[config.mk]
export PLATFORM = sky130hd
export DESIGN_NAME = sipo_buf_drain
export DESIGN_NICKNAME = d
export VERILOG_FILES = /design/src/rtl/sipo_buf_drain.sv
export SDC_FILE = /design/constraint.sdc
export NUM_CORES = 1
export LEC_CHECK = 0
export CORE_AREA = 4 4 75 77
export DETAILED_ROUTE_END_ITERATION = 7
export DIE_AREA = 0 0 79 81
export GPL_ROUTABILITY_DRIVEN = 0
export PLACE_DENSITY = 0.84
export SLEW_MARGIN = 5
export SYNTH_ARGS = -nofsm -noshare
export SYNTH_HDL_FRONTEND = slang
export SYNTH_SLANG_ARGS = --single-unit
[constraint.sdc]
create_clock -name clk -period 3.1 [get_ports clk]
set_clock_uncertainty 0.05 [all_clocks]
set_input_delay 0.775 -clock clk [delete_from_list [all_inputs] [get_ports clk]]
set_output_delay 0.775 -clock clk [all_outputs]
set_load 0.02 [all_outputs]
[src/rtl/sipo_buf_drain.sv]
// Read-out engine for the SIPO capture buffer: issues a programmed number of reads over the
// op/ack/commit handshake and streams each captured word out with a last-word flag.
module sipo_buf_drain #(
  parameter int unsigned DATA_W  = 32,
  parameter int unsigned WORDS   = 64,
  parameter int unsigned TIMEOUT = 15
) (
  input  logic                       clk,
  input  logic                       reset,
  input  logic                       i_start,
  input  logic [$clog2(WORDS)-1:0]   i_len,
  output logic                       o_busy,
  output logic                       o_done,
  output logic                       o_err,
  output logic                       o_buf_val_op,
  output logic                       o_buf_op,
  input  logic                       i_buf_op_ack,
  input  logic                       i_buf_op_commit,
  input  logic [DATA_W-1:0]          i_buf_rdata,
  output logic                       o_out_val,
  input  logic                       i_out_rdy,
  output logic [DATA_W-1:0]          o_out_data,
  output logic                       o_out_last
);

  localparam int unsigned LenW = $clog2(WORDS);
  localparam int unsigned RemW = LenW + 1;
  localparam logic [RemW-1:0] RemFull = RemW'(WORDS);
  localparam logic [3:0] WdogLast = 4'(TIMEOUT - 1);

  typedef enum logic [2:0] {StIdle, StReq, StWait, StOut, StDone} state_t;

  state_t            r_state;
  logic [RemW-1:0]   r_rem;
  logic [3:0]        r_wdog;
  logic              r_busy;
  logic              r_done;
  logic              r_err;
  logic              r_val_op;
  logic              r_out_val;
  logic              r_out_last;
  logic [DATA_W-1:0] r_out_data;

  always_ff @(posedge clk) begin
    if (reset) begin
      r_state    <= StIdle;
      r_rem      <= '0;
      r_wdog     <= '0;
      r_busy     <= 1'b0;
      r_done     <= 1'b0;
      r_err      <= 1'b0;
      r_val_op   <= 1'b0;
      r_out_val  <= 1'b0;
      r_out_last <= 1'b0;
      r_out_data <= '0;
    end else begin
      r_done <= 1'b0;
      unique case (r_state)
        StIdle: begin
          if (i_start) begin
            r_rem    <= (i_len == '0) ? RemFull : {1'b0, i_len};
            r_err    <= 1'b0;
            r_wdog   <= '0;
            r_val_op <= 1'b1;
            r_busy   <= 1'b1;
            r_state  <= StReq;
          end
        end
        StReq: begin
          // Expiry wins over a same-cycle ack: the request is abandoned.
          if (r_wdog == WdogLast) begin
            r_err    <= 1'b1;
            r_done   <= 1'b1;
            r_val_op <= 1'b0;
            r_state  <= StDone;
          end else begin
            r_wdog <= r_wdog + 4'd1;
            if (i_buf_op_ack) begin
              r_val_op <= 1'b0;
              r_state  <= StWait;
            end
          end
        end
        StWait: begin
          if (i_buf_op_commit) begin
            r_out_data <= i_buf_rdata;
            r_rem      <= (r_rem != '0) ? r_rem - RemW'(1) : '0;
            r_out_last <= (r_rem == RemW'(1));
            r_out_val  <= 1'b1;
            r_state    <= StOut;
          end else if (r_wdog == WdogLast) begin
            r_err   <= 1'b1;
            r_done  <= 1'b1;
            r_state <= StDone;
          end else begin
            r_wdog <= r_wdog + 4'd1;
          end
        end
        StOut: begin
          if (i_out_rdy) begin
            r_out_val  <= 1'b0;
            r_out_last <= 1'b0;
            if (r_rem == '0) begin
              r_done  <= 1'b1;
              r_state <= StDone;
            end else begin
              r_wdog   <= '0;
              r_val_op <= 1'b1;
              r_state  <= StReq;
            end
          end
        end
        StDone: begin
          r_busy  <= 1'b0;
          r_state <= StIdle;
        end
        default: begin
          r_busy   <= 1'b0;
          r_val_op <= 1'b0;
          r_state  <= StIdle;
        end
      endcase
    end
  end

  assign o_busy       = r_busy;
  assign o_done       = r_done;
  assign o_err        = r_err;
  assign o_buf_val_op = r_val_op;
  assign o_buf_op     = 1'b1;
  assign o_out_val    = r_out_val;
  assign o_out_last   = r_out_last;
  assign o_out_data   = r_out_data;

endmodule

== After elaboration in Yosys (flattened, before gate mapping) ==
Index checks and enable logic that the tools add are counted.

* Bits in registers: 52
* Output and inout bits: 39
* Word-level logic and storage cells: 85

* Add/sub/neg operators: 2
* Eq/ne operators: 13
* Multiplexer cells: 40
* Bitwise operators: 2
* Reductions and logical operators: 18

{| class="wikitable"
|+ Operator list
! cell !! number
|-
| $mux W7 || 4
|-
| $mux W3 || 7
|-
| $mux W4 || 5
|-
| $pmux W4 S4 || 1
|-
| $mux W1 || 15
|-
| $pmux W7 S2 || 1
|-
| $pmux W3 S4 || 1
|-
| $ne A2 B2 Y1 const B || 5
|-
| $reduce_and A5 Y1 || 2
|-
| $reduce_and A3 Y1 || 3
|-
| $eq A7 B1 Y1 const B || 1
|-
| $logic_not A7 Y1 || 1
|-
| $reduce_bool A7 Y1 || 1
|-
| $sub A7 B1 Y7 const B || 1
|-
| $eq A3 B2 Y1 const B || 2
|-
| $logic_not A6 Y1 || 1
|-
| $ne A3 B3 Y1 const B || 2
|-
| $pmux W1 S2 || 3
|-
| $pmux W1 S3 || 2
|-
| $add A4 B1 Y4 const B || 1
|-
| $eq A4 B4 Y1 const B || 1
|-
| $pmux W1 S4 || 1
|-
| $reduce_and A2 Y1 || 2
|-
| $reduce_and A4 Y1 || 1
|-
| other kinds (9) || 11
|}

== Longest topological paths before layout ==
Gate-level depths: netlist (run 1).

* Depth after elaboration: 4
* Gate-level depth with buffers: 8

== Worst setup path before layout (run 1) ==
Ideal clock, no wire load.

* Path type: in2reg
* From: in i_start
* To: reg r_wdog[3]
* Setup time: 0.088 ns
* Arrival: 2.061 ns
* Required time: 2.962 ns
* Path slack: 0.901 ns
* Stages: 5
* Path buffers: 0
* Path through: nor2b_1 > a211oi_1 > a2111o_1 > or3_4 > o32ai_2

* Cells in the longest elaborated chain, start to end: 2

{| class="wikitable"
|+ RTL lines
! element !! line !! source
|-
| start: declaration || 10 || <nowiki>input logic i_start,</nowiki>
|-
| $ne A2 B2 Y1 (no source line) || -- ||
|-
| $reduce_and A5 Y1 (no source line) || -- ||
|-
| end signal: assignment || 77 || <nowiki>r_wdog <= r_wdog + 4'd1;</nowiki>
|-
| end signal: assignment || 96 || <nowiki>r_wdog <= r_wdog + 4'd1;</nowiki>
|-
| end: declaration || 35 || <nowiki>logic [3:0] r_wdog;</nowiki>
|}

Every way passes these cells.
A chain may end at the register's enable or synchronous reset.

== Worst setup path after layout (run 1) ==
* From: in i_buf_op_commit
* To: reg r_wdog[1]

* Cells in the longest elaborated chain, start to end: 2

{| class="wikitable"
|+ RTL lines
! element !! line !! source
|-
| start: declaration || 18 || <nowiki>input logic i_buf_op_commit,</nowiki>
|-
| $ne A2 B2 Y1 (no source line) || -- ||
|-
| $reduce_and A5 Y1 (no source line) || -- ||
|}

Every way passes these cells.

==> impl.org, run 1 <==
** Clocking
- Clk_lat worst skew :: 0.30 ns
- TritonCTS built the clock tree.
- H-tree depth :: 2
- Root buffer selected by CTS :: clkbuf_8
- In this run, CTS created clock tree buffers numbering 5.
- After clock tree synthesis, the setup repair step added 0 buffers.
- Clock-pin slew on the worst setup and hold paths :: around 0.09 ns
- Counting every sink on the clock net gives 52.
- In this run, post-CTS repair resized a total of 0 instances.
- The number of hold buffers added after CTS was 0.
- In this run the deepest clock path goes through 2 buffers.

** Timing
- Max-slew violation count :: 0
- For the final routed database, the setup TNS stands at 0 ns.
- Final critical-path required period :: roughly 2.6 ns
- Hold violation total from the final report :: 0
- Transition at the pin with the smallest max-transition slack :: 0.952 ns
- In the finished design, the share of the clock period the worst path needs comes to 0.839.
- Maximum frequency from static timing analysis :: 384 MHz
- Setup violations remaining at the end of the flow were counted as 0.
- Setup repair after global routing left no endpoint under its margin.
- Worst-case headroom to the max-slew limit :: 0.366

** Power
- The worst-case IR drop observed on VDD is about 0.37 mV.
- Dividing total power by cell area gives a power density of 663 mW/mm^2.
- Static power due to leakage :: 1.13 nW
- Design Power :: 2.15 mW

** Setup path
- Critical path class :: in -> reg
- The worst setup path is launched from an input pin.
- In this run the worst path has a maximum fanout of 6.
- Data on the critical path is required at its endpoint by 3.27 ns.
- End point of the critical path :: r_wdog[1]$_SDFFE_PP0P_
- In this run the critical register-to-register path is launched from r_wdog[0]$_SDFFE_PP0P_.
- R2r worst-path depth :: 7
- STA classifies the critical path endpoint as a flip-flop.
- For the worst setup path, the data arrival time is 2.77 ns.
- Critical R2R Capture :: r_wdog[1]$_SDFFE_PP0P_
- In this run the register-to-register setup slack is 0.75 ns.
- Worst setup startpoint :: i_buf_op_commit

** Hold path
- In this run the worst hold path is classified as reg -> reg.

** Route
- DRT Pass-1 Iters :: 4
- Routed wire length :: between 5000 and 6000 um
- The detailed router placed 2254 vias in this run.
- Starting DRC count in detailed routing :: approximately 150
- DRC violation count after routing :: 0
- In this run the remaining antenna-violating nets after routing total 0.
- WL per Instance :: 13.2 um
- After detailed routing, the number of vias per cell comes to a little over 5.

** Global route
- The number of global-route vias before repair was 1950.
- Largest net degree at the start of global routing :: 54
- The first global-routing pass estimated about 9000 um of wire.
- Number of antenna violations at the first check in global routing :: 0
- Overall overflow remaining after global route :: 0
- Overall global routing resource usage :: 0.174

** Logic synthesis
- Counting flops with an async set or reset pin after synthesis yields a share of 0.
- Ranked by total cell area, the synthesized netlist is headed by dfxtp_1 44%, nand2_1 13%, a21oi_1 8.3%.
- The share of the Yosys chip area taken by registers is 0.443.
- For this run, the number of Yosys warnings is 0.
- The most used flip-flop cell after synthesis is dfxtp_1.
- Of the post-synthesis cell area, the dominant cell type holds 0.443.
- Seq cells post-synth :: 52
- Of all cell types, the one taking the most synthesized area is dfxtp_1.
- Gate count after technology mapping :: ~300
- Yosys mapped a number of flops with a built-in enable equal to 0.
- After synthesis, the mean cell area works out to 7.75 um^2.
- Syn Nets :: 352
- The netlist uses 49 different library cells.
- Syn Std Cell Area :: roughly 0.0023 mm^2

** Floorplanning
- During I/O placement, the number of pins put on the boundary was 83.
- Rows :: 26
- The die is roughly 81 um tall.
- The total area inside the core boundary comes to 0.00501 mm^2.
- Floorplan die width :: 79 um
- Starting density of the core :: 0.469
- Die area :: 0.00640 mm^2

** Cells and area
- Ratio of cells with drive above 1 in the final layout :: 0.0483
- Synthesis-to-layout area growth :: 38.2%
- The repair_antennas step left the layout with diodes totalling 0.
- The top cell types in the final layout, fill and taps aside, are 80 x nand2_1, 80 x clkdlybuf4s50_1, 52 x dfxtp_1.
- Measured on the finished design, the core utilization comes to 0.648.
- For this run, the post-layout net count is 421.

** Placement
- Post-detailed-placement half-perimeter wirelength :: 4010 um
- During placement, the flow inserted port buffers numbering 81.

** Run
- Number of max-cap violations :: 0

** Outcome
- The flow ran to the end, and the final reports show no timing, DRC or antenna violations.
## per-layer routing
| layer | up-vias | part of all wire | routed length (um) | track usage |
|---|---|---|---|---|
| li1 | 1164 | - | - | - |
| met1 | 1014 | 0.44 | 2580 | 0.224 |
| met2 | 72 | 0.48 | 2800 | 0.283 |
| met3 | 4 | 0.072 | 421 | 0.0554 |
| met4 | 0 | 0.0065 | 38 | 0.0481 |
| met5 | - | 0 | 0 | 0 |
## flip-flops by register name (all words and copies together), names as in the netlist
register and flops:
o_done 1, o_busy 1, o_out_val 1, o_out_data 32, r_rem 7, r_state 3, o_err 1, o_out_last 1
r_wdog 4, o_buf_val_op 1
## worst min-delay path by stage
stage | cells after the start | start | slack (ns) | endpoint
5_1_grt | 2 | o_out_data[16]$_SDFFE_PP0P_ | 0.43 | o_out_data[16]$_SDFFE_PP0P_
2_1_floorplan | 2 | r_rem[6]$_SDFFE_PP0P_ | 0.38 | r_rem[6]$_SDFFE_PP0P_
3_5_place_dp | 2 | o_out_data[14]$_SDFFE_PP0P_ | 0.40 | o_out_data[14]$_SDFFE_PP0P_
4_1_cts | 2 | o_out_data[14]$_SDFFE_PP0P_ | 0.41 | o_out_data[14]$_SDFFE_PP0P_
3_3_place_gp | 2 | o_out_last$_SDFFE_PP0P_ | 0.39 | o_out_last$_SDFFE_PP0P_
6_report | 2 | o_out_data[14]$_SDFFE_PP0P_ | 0.41 | o_out_data[14]$_SDFFE_PP0P_
## cell usage after synthesis (all sizes together) (2+ instances only)
cell and count:
clkbuf 13, or3 2, o211ai 2, nor4 3, buf 8, nor3 6
nor3b 2, a21oi 39, inv 5, o31ai 2, nand3 3, nor2 20
a211oi 3, dfxtp 52, nor2b 5, or3b 2, o21ai 17, nand2 80
nand2b 6, ha 5, or4 3, a2111oi 2, a22oi 4, o21a 2
## through the flow
step                hold WS, ns  area (um^2)  setup WS [ns]  cells
floorplan                 0.381         2350          0.901    303
global placement          0.390         3160          0.310    435
detailed placement        0.395         3160          0.260    435
CTS                       0.409         3250          0.527    443
global route              0.428         3250          0.433    443
finish                    0.406         3250          0.498    443
## cells by family after synthesis
kind of cell               count (synthesis)  synth area share
and+or+nand+nor                          137             0.263
AOI/OAI and AO/OA                         79             0.203
DFF                                       52             0.443
buffers and inverters                     26            0.0501
adders and majority gates                  5            0.0266
muxes                                      2           0.00905
other                                      1           0.00160
xor gates and xnor gates                   1           0.00373
## cell type report
class / count / area [um^2]
sequential: 52 / 1040
tap: 70 / 87.6
inverter: 5 / 18.8
fill: 471 / 1760
clock inverter: 2 / 16.3
timing repair buffer: 83 / 821
multi-input combinational: 225 / 1190
clock buffer: 6 / 72.6
## worst max-delay path: stages
cell and delay [ns]:
clkdlybuf4s50_1 0.50, nor2b_1 0.21, a211oi_1 0.10, a2111o_1 0.50, or4_1 0.52, a21oi_1 0.17
## power by group
| group | switching, mW | internal (mW) |
|---|---|---|
| Combinational | 0.495 | 0.389 |
| Clock | 0.225 | 0.161 |
| Sequential | 0.116 | 0.768 |
| Total | 0.836 | 1.32 |
Power figures use the tool's default switching activity.
==> inputs of run 2 (changes only) <==
--- a/config.mk
+++ b/config.mk
@@ -5,11 +5,11 @@
 export SDC_FILE = /design/constraint.sdc
 export NUM_CORES = 1
 export LEC_CHECK = 0
-export CORE_AREA = 4 4 75 77
+export CORE_AREA = 4 4 82 84
 export DETAILED_ROUTE_END_ITERATION = 7
-export DIE_AREA = 0 0 79 81
+export DIE_AREA = 0 0 86 88
 export GPL_ROUTABILITY_DRIVEN = 0
-export PLACE_DENSITY = 0.84
+export PLACE_DENSITY = 0.74
 export SLEW_MARGIN = 5
 export SYNTH_ARGS = -nofsm -noshare
 export SYNTH_HDL_FRONTEND = slang
==> constraint.sdc (replaced) <==
create_clock -name clk -period 2.2 [get_ports clk]
set_clock_uncertainty 0.05 [all_clocks]
set_input_delay 0.55 -clock clk [delete_from_list [all_inputs] [get_ports clk]]
set_output_delay 0.55 -clock clk [all_outputs]
set_load 0.02 [all_outputs]
==> run 2 against run 1 <==
Compared with the run above:
- worst setup slack got worse by 0.44 ns
- sequential cell count unchanged
- sequential power rose by 37%
- total power increased by 54%
- critical path depth stayed put
- sequential share of layout area decreased by 1.8 points
- routed wire length grew 4.4%
- critical endpoint is now r_wdog[3]$_SDFFE_PP0P_
==> impl.org, run 2 (synthesis gave the netlist of run 1 again) <==
** Outcome
- The flow ran to the end, and the final reports show no timing, DRC or antenna violations.

** Placement
- Pre-CTS WS :: -0.267 ns (-0.527 ns)
- The detailed placer's ending HPWL was 4340 um (+8.2%).
- The number of buffers added on ports was 81 (unchanged).

** Power
- The power density over the cells is 964 mW/mm^2 (+45%).
- The overall power consumption came to 3.33 mW (+54%).
- Peak ir drop on the vdd network :: 0.497 mV (+36%)
- Static power due to leakage :: 1.24 nW (+9.8%)

** Global route
- The met2 demand-to-capacity share in global routing came to 0.268 (-0.0151).
- The layer flagged by global routing as most heavily used is met2.
- Met3 track demand over resource in global routing :: 0.0480 (-0.00745)
- The initial antenna violation count was 0 (unchanged).
- Number of global-route vias before repair :: 2177 (+12%)
- Largest net degree at the start of global routing :: 35 (-35%)
- GRT met1 Usage :: 0.196 (-0.0281)
- Global-route wire length before repair :: 9850 um (+9.0%)
- The leftover overflow at the end of global routing came to 0 (unchanged).
- The global-route usage over all layers came to 0.159 (-0.0150).

** Floorplanning
- The I/O pin total came to 83 (unchanged).
- Die area :: 0.00757 mm^2 (+18%)
- The site row count is 28 (+7.7%).
- Starting density of the core :: 0.397 (-0.0722)
- The die extent in x was 86 um (+8.9%).
- The total core area was 0.00592 mm^2 (+18%).
- Die boundary height :: 88 um (+8.6%)

** Setup path
- Slowest library cell on the worst path :: a2111o_1
- CP top delay family :: compound AO/OA/AOI/OAI gates
- The worst setup path is launched from an input pin.
- The worst register-to-register path ends at r_wdog[3]$_SDFFE_PP0P_.
- The critical path goes through clkdlybuf4s50_1, nor2b_1, a211oi_1, a2111o_1, or3_4, o32ai_2.
- CP Data Arrival Time :: 2.31 ns (-0.46 ns)
- Data required time at the worst endpoint :: 2.37 ns (-0.90 ns)
- Delay of the slowest cell on the worst path :: 0.45 ns (-0.07 ns)
- Critical path class :: in -> reg
- Reg-to-reg startpoint :: r_wdog[0]$_SDFFE_PP0P_
- The worst reg-to-reg setup slack is 0.14 ns (-0.61 ns).
- Sort of element at the end of the critical path :: flip-flop
- The critical-path maximum fanout came to 3 (-3).
- R2r worst-path depth :: 7 (unchanged)
- The worst path buffer plus inverter count is 1 (unchanged).

** Timing
- The count of endpoints failing hold in the final timing report is 0 (unchanged).
- Transition at the pin with the smallest max-transition slack :: 0.524 ns (-0.428 ns)
- Worst Slack Setup Final :: 0.0607 ns (-0.437 ns)
- Setup repair after global routing missed its margin :: false
- Subtracting the final worst setup slack from the clock period gives approximately 2.1 ns.
- The total negative setup slack is 0 ns (unchanged).
- Final clock period utilization by the worst path :: 0.972
- Max-slew violation count :: 0 (unchanged)
- Final Setup Violations :: 0 (unchanged)
- For this run, the top clock speed supported by timing is around 470 MHz.
- The headroom to the max-slew limit is 0.651 (+0.285).

** Hold path
- Hold path startpoint :: o_out_data[1]$_SDFFE_PP0P_
- Terminating pin of the worst hold path :: o_out_data[1]$_SDFFE_PP0P_
- Hold WC Path Type :: reg -> reg
- WHS Path Cells :: 2 (unchanged)

** Route
- The average detailed-routed wire length per instance came to 13.1 um (-0.57%).
- Starting DRC count in detailed routing :: 156 (+2.6%)
- Via count normalized by instance count :: 5.05 (-0.67%)
- Routed Antenna Nets :: 0 (unchanged)
- Routed wire length :: 6100 um (+4.4%)
- DRT Pass-1 Iters :: 4 (unchanged)
- The count of vias placed by the detailed router came to 2350 (+4.3%).
- The final routed DRC violation total was 0 (unchanged).

** Cells and area
- The fill cell total of the finished layout was 558 (+18%).
- Ratio of cells with drive above 1 in the final layout :: 0.100 (+0.0517)
- Synthesis-to-layout area growth :: 46.9%
- The number of nets in the finished design came to 438 (+4.0%).
- Diodes inserted :: 0 (unchanged)
- The flip-flop count of the largest register, all copies and words added came to 32 (unchanged).
- Leaving out fill and tap cells, the most frequent cells in the layout are 80 x nand2_1, 80 x clkdlybuf4s50_1, 51 x dfxtp_1.

** Clocking
- Sink Count :: 52 (unchanged)
- The tree is rooted in a clkbuf_8.
- Clk_lat worst skew :: 0.30 ns (about the same)
- CTS max path bufs :: 2 (unchanged)
- Clock-pin slew on the worst setup and hold paths :: 0.10 ns (about the same)
- The CTS buffer count came to 5 (unchanged).
- Clock tree from TritonCTS :: built
- The buffers inserted during post-CTS setup optimization came to 0 (unchanged).
- The H-tree depth came to 2 (unchanged).

** Run
- Number of max-cap violations :: 0 (unchanged)
==> run 2: cell types whose count changed in the layout (fill, tap and decap cells not counted), sizes merged <==
cell	previous run	this run
buf	3	20
bufinv	0	1
clkbuf	6	5
==> run 2: worst min-delay path: cells and delay by family (launching register included) <==
kind            cells  cell delay, ns
simple gates        1            0.05
compound gates      1            0.05
flops               1            0.32
==> run 2: where the power goes <==
group | switching [mW] | internal (mW) | total, mW | leakage [nW]
Sequential | 0.121 | 1.08 | 1.21 | 0.423
Combinational | 0.774 | 0.695 | 1.47 | 0.763
Clock | 0.314 | 0.337 | 0.651 | 0.0541
==> run 2: cell type report <==
cell class / instances / area [um^2] / area share
multi-input combinational: 225 / 1200 / 0.347
clock inverter: 3 / 42.5 / 0.0123
sequential: 52 / 1040 / 0.302
tap: 75 / 93.8 / 0.0272
clock buffer: 5 / 68.8 / 0.0199
timing repair buffer: 100 / 986 / 0.286
inverter: 5 / 18.8 / 0.00544
==> run 2: repair_timing <==
item,4_1_cts,5_1_grt
endpoints found under the setup margin,1,3
hold buffers,0,0
resized for setup,1,3
endpoints found under the hold margin,0,0
==> run 2: worst max-delay path by stage <==
stage                                 from                     end  slack (ns)  cells after the start
floorplan           r_wdog[0]$_SDFFE_PP0P_  r_wdog[3]$_SDFFE_PP0P_        0.13                      7
global placement                   i_start  r_wdog[3]$_SDFFE_PP0P_       -0.25                      6
detailed placement                 i_start  r_wdog[3]$_SDFFE_PP0P_       -0.27                      6
CTS                 r_wdog[0]$_SDFFE_PP0P_  r_wdog[3]$_SDFFE_PP0P_        0.04                      7
global route                       i_start  r_wdog[3]$_SDFFE_PP0P_        0.02                      6
finish                     i_buf_op_commit  r_wdog[3]$_SDFFE_PP0P_        0.06                      6
==> run 2: per-layer routing <==
metal	share of wire	wire length (um)	up-vias
met4	0.012	74	0
met2	0.48	2910	79
met1	0.43	2610	1061
met5	0	0	-
li1	-	-	1200
met3	0.082	498	10
==> run 2: through the flow <==
stage	util	hold WS, ns	instance area [um^2]	instances
floorplan	-	0.381	2350	303
global placement	0.563	0.389	3330	457
detailed placement	0.563	0.396	3330	457
CTS	0.582	0.409	3440	465
global route	0.583	0.424	3450	465
finish	0.583	0.407	3450	465
